[src/rtl/pipe_ctrl.sv]
// Pipeline sequencing controller: start/clear, free run, single step, drain on HALT.
// Outputs are a Moore decode of the state register; the cycle counter saturates.
module pipe_ctrl #(
    parameter int PIPE_DEPTH = 5,
    parameter int CNT_W      = 32
) (
    input  logic             clk,
    input  logic             rst_n,
    input  logic             inicio,
    input  logic             modo_paso,
    input  logic             paso,
    input  logic             halt_id,
    output logic             pipe_clr,
    output logic             pc_en,
    output logic             pipe_en,
    output logic             burbuja,
    output logic             done,
    output logic [CNT_W-1:0] ciclos,
    output logic [2:0]       estado
);

    localparam logic [2:0] ST_IDLE      = 3'd0;
    localparam logic [2:0] ST_CLEAR     = 3'd1;
    localparam logic [2:0] ST_RUN       = 3'd2;
    localparam logic [2:0] ST_STEP_WAIT = 3'd3;
    localparam logic [2:0] ST_STEP_ONE  = 3'd4;
    localparam logic [2:0] ST_DRAIN     = 3'd5;
    localparam logic [2:0] ST_DONE      = 3'd6;

    localparam int            DW         = (PIPE_DEPTH > 2) ? $clog2(PIPE_DEPTH) : 1;
    localparam logic [DW-1:0] DRAIN_LOAD = DW'(PIPE_DEPTH - 2);
    localparam logic [DW-1:0] DRAIN_LAST = DW'(1);
    localparam logic [DW-1:0] DRAIN_ONE  = DW'(1);

    logic [2:0]       state_r;
    logic [2:0]       state_nxt_s;
    logic             inicio_q;
    logic             paso_q;
    logic             inicio_ev_s;
    logic             paso_ev_s;
    logic [DW-1:0]    drain_cnt_r;
    logic [CNT_W-1:0] ciclos_r;
    logic             count_s;

    // Increment that sticks at all-ones instead of wrapping.
    function automatic logic [CNT_W-1:0] sat_inc(input logic [CNT_W-1:0] v);
        logic [CNT_W-1:0] r;
        if (&v) begin
            r = v;
        end else begin
            r = v + {{(CNT_W-1){1'b0}}, 1'b1};
        end
        return r;
    endfunction

    assign inicio_ev_s = inicio & ~inicio_q;
    assign paso_ev_s   = paso & ~paso_q;

    // Registered copies of the request inputs for rising-edge detection.
    always_ff @(posedge clk or negedge rst_n) begin
        if (!rst_n) begin
            inicio_q <= 1'b0;
            paso_q   <= 1'b0;
        end else begin
            inicio_q <= inicio;
            paso_q   <= paso;
        end
    end

    // State register.
    always_ff @(posedge clk or negedge rst_n) begin
        if (!rst_n) begin
            state_r <= ST_IDLE;
        end else begin
            state_r <= state_nxt_s;
        end
    end

    // Next-state logic; inicio edge always wins, then halt, then paso, then modo_paso.
    always_comb begin
        state_nxt_s = ST_IDLE;
        case (state_r)
            ST_IDLE: begin
                if (inicio_ev_s) begin
                    state_nxt_s = ST_CLEAR;
                end else begin
                    state_nxt_s = ST_IDLE;
                end
            end
            ST_CLEAR: begin
                if (inicio_ev_s) begin
                    state_nxt_s = ST_CLEAR;
                end else if (modo_paso) begin
                    state_nxt_s = ST_STEP_WAIT;
                end else begin
                    state_nxt_s = ST_RUN;
                end
            end
            ST_RUN: begin
                if (inicio_ev_s) begin
                    state_nxt_s = ST_CLEAR;
                end else if (halt_id) begin
                    state_nxt_s = ST_DRAIN;
                end else if (modo_paso) begin
                    state_nxt_s = ST_STEP_WAIT;
                end else begin
                    state_nxt_s = ST_RUN;
                end
            end
            ST_STEP_WAIT: begin
                if (inicio_ev_s) begin
                    state_nxt_s = ST_CLEAR;
                end else if (paso_ev_s) begin
                    state_nxt_s = ST_STEP_ONE;
                end else if (!modo_paso) begin
                    state_nxt_s = ST_RUN;
                end else begin
                    state_nxt_s = ST_STEP_WAIT;
                end
            end
            ST_STEP_ONE: begin
                if (inicio_ev_s) begin
                    state_nxt_s = ST_CLEAR;
                end else if (halt_id) begin
                    state_nxt_s = ST_DRAIN;
                end else begin
                    state_nxt_s = ST_STEP_WAIT;
                end
            end
            ST_DRAIN: begin
                // The last drain cycle is the one whose decrement reaches zero.
                if (inicio_ev_s) begin
                    state_nxt_s = ST_CLEAR;
                end else if (drain_cnt_r <= DRAIN_LAST) begin
                    state_nxt_s = ST_DONE;
                end else begin
                    state_nxt_s = ST_DRAIN;
                end
            end
            ST_DONE: begin
                if (inicio_ev_s) begin
                    state_nxt_s = ST_CLEAR;
                end else begin
                    state_nxt_s = ST_DONE;
                end
            end
            default: begin
                state_nxt_s = ST_IDLE;
            end
        endcase
    end

    // Drain counter: loaded on entry to DRAIN, counts down inside, zero elsewhere.
    always_ff @(posedge clk or negedge rst_n) begin
        if (!rst_n) begin
            drain_cnt_r <= '0;
        end else if ((state_nxt_s == ST_DRAIN) && (state_r != ST_DRAIN)) begin
            drain_cnt_r <= DRAIN_LOAD;
        end else if ((state_r == ST_DRAIN) && (drain_cnt_r != '0)) begin
            drain_cnt_r <= drain_cnt_r - DRAIN_ONE;
        end else if (state_r != ST_DRAIN) begin
            drain_cnt_r <= '0;
        end else begin
            drain_cnt_r <= drain_cnt_r;
        end
    end

    assign count_s = (state_r == ST_RUN) || (state_r == ST_STEP_ONE) || (state_r == ST_DRAIN);

    // Cycle counter; zeroed on the way into CLEAR so it reads 0 throughout CLEAR.
    always_ff @(posedge clk or negedge rst_n) begin
        if (!rst_n) begin
            ciclos_r <= '0;
        end else if (state_nxt_s == ST_CLEAR) begin
            ciclos_r <= '0;
        end else if (count_s) begin
            ciclos_r <= sat_inc(ciclos_r);
        end else begin
            ciclos_r <= ciclos_r;
        end
    end

    // Moore output decode from the state register.
    always_comb begin
        pipe_clr = 1'b0;
        pc_en    = 1'b0;
        pipe_en  = 1'b0;
        burbuja  = 1'b0;
        done     = 1'b0;
        case (state_r)
            ST_CLEAR: begin
                pipe_clr = 1'b1;
            end
            ST_RUN, ST_STEP_ONE: begin
                pc_en   = 1'b1;
                pipe_en = 1'b1;
            end
            ST_DRAIN: begin
                pipe_en = 1'b1;
                burbuja = 1'b1;
            end
            ST_DONE: begin
                done = 1'b1;
            end
            default: begin
                pipe_clr = 1'b0;
            end
        endcase
    end

    assign ciclos = ciclos_r;
    assign estado = state_r;

endmodule

[config.mk]
export PLATFORM = sky130hd
export DESIGN_NAME = pipe_ctrl
export DESIGN_NICKNAME = d
export VERILOG_FILES = /design/src/rtl/pipe_ctrl.sv
export SDC_FILE = /design/constraint.sdc
export NUM_CORES = 1
export LEC_CHECK = 0
export CORE_UTILIZATION = 43
export CTS_CLUSTER_SIZE = 20
export DETAILED_ROUTE_END_ITERATION = 6
export HOLD_SLACK_MARGIN = 0.05
export PLACE_DENSITY_LB_ADDON = 0.1
export SETUP_SLACK_MARGIN = 0.02
export SLEW_MARGIN = 20
export SYNTH_ARGS = -nofsm -noshare
export SYNTH_HDL_FRONTEND = slang
export SYNTH_SLANG_ARGS = --single-unit
[constraint.sdc]
create_clock -name clk -period 6.2 [get_ports clk]
set_input_delay 1.24 -clock clk [delete_from_list [all_inputs] [get_ports clk]]
set_output_delay 1.24 -clock clk [all_outputs]
set_load 0.01 [all_outputs]
==> impl_summary.log <==
[metrics] Die ar.: 5968 sq um
[metrics] RR Startpoint: estado[1]
[metrics] compound-gate portion of the synthesized area: 19.94%
[metrics] Detailed Place HPWL: 3908 microns
[metrics] simple logic cell fraction of the synthesized area: 28.37%
[metrics] Antenna diodes: 0
[metrics] core outline area: 5473 sq um
[metrics] pin count of the biggest net entering global routing: 41
[metrics] Final Hold Fails: 0
[metrics] number of iterations in the first detailed-routing pass: 4
[metrics] post-layout net count: 316
[metrics] largest vdd supply drop: 0.3169 mV
[metrics] wirelength, routed: 5705 microns
[metrics] post-place setup slack: 2.718 ns
[metrics] Final Total Pwr: 913.1 uW
[metrics] drt via density: 5.879
[metrics] outcome: finished, final reports clean
[metrics] ranking of synthesized cells by instance count: 40 x sky130_fd_sc_hd__dfrtp_1, 23 x sky130_fd_sc_hd__a21oi_1, 19 x sky130_fd_sc_hd__nor2_1, 15 x sky130_fd_sc_hd__nand2_1, 14 x sky130_fd_sc_hd__o31ai_1
[metrics] Vias: 2228
[metrics] portion of the clock cycle consumed by the worst path in the final layout: 55.43%
[metrics] main area contributors after synthesis: sky130_fd_sc_hd__dfrtp_1 41%, sky130_fd_sc_hd__a21oi_1 4.7%, sky130_fd_sc_hd__o31ai_1 4.3%
[metrics] cell count after synthesis: 264
[metrics] sequential area share after synthesis: 41.11%
[metrics] CTS root buffer: sky130_fd_sc_hd__clkbuf_8
[metrics] Worst Setup Start Kind: flop
[metrics] # hold bufs at CTS: 0
[metrics] Post-synth ARST share: 100.0%
[metrics] Sink Count: 40
[metrics] Main synth FF type: sky130_fd_sc_hd__dfrtp_1
[metrics] total global-route track usage: 20.46%
[metrics] FMAX: 291.0 MHz
[metrics] leakage power of the design: 0.001130 uW
[metrics] total setup violations reported at the end of the flow: 0
[metrics] accumulated negative setup slack: 0 ns
[metrics] post-detailed-route DRC marker count: 0
[metrics] start point of the critical path: estado[2]
[metrics] GR met3 Demand/Resource: 3.929%
[metrics] share of the synthesized netlist area taken by xor and xnor gates: 4.317%
[metrics] global-route wire length before repair: 9867 microns
[metrics] area delta synth->final: 24.67%
[metrics] global-route met2 utilization: 32.04%
[metrics] multiplexer share of the synthesized area: 0.8222%
[metrics] Worst Hold Launch: ciclos[11]
[metrics] count of cell types in the netlist: 55
[metrics] Resized cells post-CTS: 0
[metrics] clock period minus final worst setup slack: 3.437 ns
[metrics] max-cap violation count: 0
[metrics] cell area after technology mapping: 2435 sq um
[metrics] deepest level of the CTS H-tree: 2
[metrics] total nets after synthesis: 274
[metrics] starting density of the core: 44.49%
[metrics] Final Wtd Congestion: 0.7853
[metrics] max-slew violation total from the final report: 0
[metrics] Final Non-Filler Cells: 379
[metrics] initial drt markers: 104
[metrics] combinational family with the most area after synthesis: simple AND/OR/NAND/NOR gates
[metrics] placed insts: 371
[metrics] EDFF count, synth: 0
[metrics] worst hold margin: 0.5770 ns
[metrics] dominant cell by count in the synthesized netlist: sky130_fd_sc_hd__dfrtp_1
[metrics] Die Ht: 77.25 microns
[metrics] library cell occupying the most area in the post-synthesis netlist: sky130_fd_sc_hd__dfrtp_1
[metrics] horizontal die dimension: 77.25 microns
[metrics] routed wire length per instance: 15.05 microns
[metrics] worst-path fanout max: 14
[metrics] busiest metal layer after global routing: met2
[metrics] measured slew at the worst slew-check pin: 0.9048 ns
[metrics] final setup slack of the worst path: 2.763 ns
[metrics] category of the critical setup timing path: reg2out
[metrics] GR Util met1: 27.84%
[metrics] initial antenna violation count: 0
[metrics] number of clock buffers inserted by TritonCTS: 5
[metrics] vias in the first global route: 2091
[metrics] RSZ-0062 raised after global routing: no
[metrics] share of final-layout standard cells stronger than drive strength 1: 6.515%
[metrics] fraction of synthesized cell area taken by the top area cell type: 41.11%
[metrics] remaining global-route overflow: 0
[metrics] post-synthesis adder-cell area fraction: 2.055%
[metrics] Buffers on Ports: 45
[metrics] worst min path class: reg2reg
[metrics] CP Data Arrival Time: 2.20 ns
[metrics] worst slew margin relative to its limit: 39.68%
[metrics] Worst Setup End Kind: output pin
[metrics] CTS tree: yes
[metrics] placement row count: 27
[metrics] power density over the cells: 300.8 nW/um^2
[metrics] post-detailed-route count of antenna-violating nets: 0
[metrics] I/O pins: 46
[metrics] source-to-sink clock delay at the later pin of the worst-skew pair: 0.29 ns
[metrics] Max Buffers Root-to-Sink: 2
[metrics] Post CTS Setup Buffer Count: 0
[metrics] worst setup skew after layout: 0.005628 ns
[metrics] FF+latch count, synth: 40
[metrics] Synth Area per Inst: 9.223 sq um
[metrics] required time at the worst-slack endpoint: 4.96 ns
[metrics] clock slew at reported path FFs: 0.08 ns
[metrics] count of warnings emitted by yosys: 0
==> state kept, by name, summed over array words and instances (netlist names) <==
name,flops
estado,3
inicio_q,1
paso_q,1
drain_cnt_r,3
ciclos,32
==> kinds of logic after synthesis <==
logic type / count (synthesis)
muxes: 2
and+or+nand+nor: 116
buffers and inverters: 20
DFF: 40
adders and majority gates: 4
xor gates and xnor gates: 12
AOI/OAI and AO/OA: 70
==> report_power, final <==
group | switching, uW | internal, uW | total [uW]
sequential | 63.4 | 286 | 349
clock | 91.0 | 90.9 | 182
combinational | 208 | 174 | 382
total | 363 | 550 | 913
==> layer usage <==
| layer | wire [microns] | vias to the layer above |
|---|---|---|
| met5 | 0 | - |
| met4 | 94 | 0 |
| met3 | 169 | 13 |
| met2 | 2561 | 41 |
| met1 | 2879 | 1078 |
| li1 | - | 1096 |
==> cells in the final DEF, fill, tap and decap left out, types with 3 or more instances in the layout <==
master and n:
sky130_fd_sc_hd__o31ai_1 13, sky130_fd_sc_hd__nor3_1 3, sky130_fd_sc_hd__nand2_1 15, sky130_fd_sc_hd__a21oi_1 23, sky130_fd_sc_hd__nor2b_1 3, sky130_fd_sc_hd__nand3_1 12, sky130_fd_sc_hd__nand4_1 8, sky130_fd_sc_hd__nor3b_1 4
sky130_fd_sc_hd__or4_1 12, sky130_fd_sc_hd__and3_1 8, sky130_fd_sc_hd__inv_1 9, sky130_fd_sc_hd__nor2_1 19, sky130_fd_sc_hd__clkbuf_8 6, sky130_fd_sc_hd__o21ai_0 9, sky130_fd_sc_hd__dfrtp_1 40, sky130_fd_sc_hd__and4_1 5
sky130_fd_sc_hd__nor4_1 5, sky130_fd_sc_hd__xnor2_1 10, sky130_fd_sc_hd__clkdlybuf4s50_1 44, sky130_fd_sc_hd__or3_1 7, sky130_fd_sc_hd__ha_1 4
==> final timing paths <==
path,cells after the start,slack [ns],endpoint
hold / removal,2,0.58,ciclos[11]
max in group asynchronous,1,4.56,ciclos[29]
setup / recovery,4,2.76,burbuja
hold reg to reg,2,0.58,ciclos[11]
setup reg to reg,5,3.80,ciclos[31]
min in group asynchronous,1,1.07,ciclos[3]
==> critical path: stages, from the launching register on <==
cell	delay, ns
sky130_fd_sc_hd__dfrtp_1	0.67
sky130_fd_sc_hd__and2b_1	0.33
sky130_fd_sc_hd__nand2_1	0.20
sky130_fd_sc_hd__inv_1	0.15
sky130_fd_sc_hd__clkdlybuf4s50_1	0.54
==> stage by stage <==
stage | cell area (sq um) | utilization [%]
finish | 3035 | 55.46
global route | 3035 | 55.46
CTS | 3025 | 55.28
detailed placement | 2935 | 53.64
global placement | 2935 | 53.64
floorplan | 2435 | -
==> cell type report <==
cell class,instances,area (sq um)
multi-input combinational,204,1368
timing repair buffer,46,452.9
tap,72,90.09
inverter,9,33.78
fill,530,2437
clock buffer,8,90.09
sequential,40,1001
No activity file was read; power rests on OpenSTA's default activity.
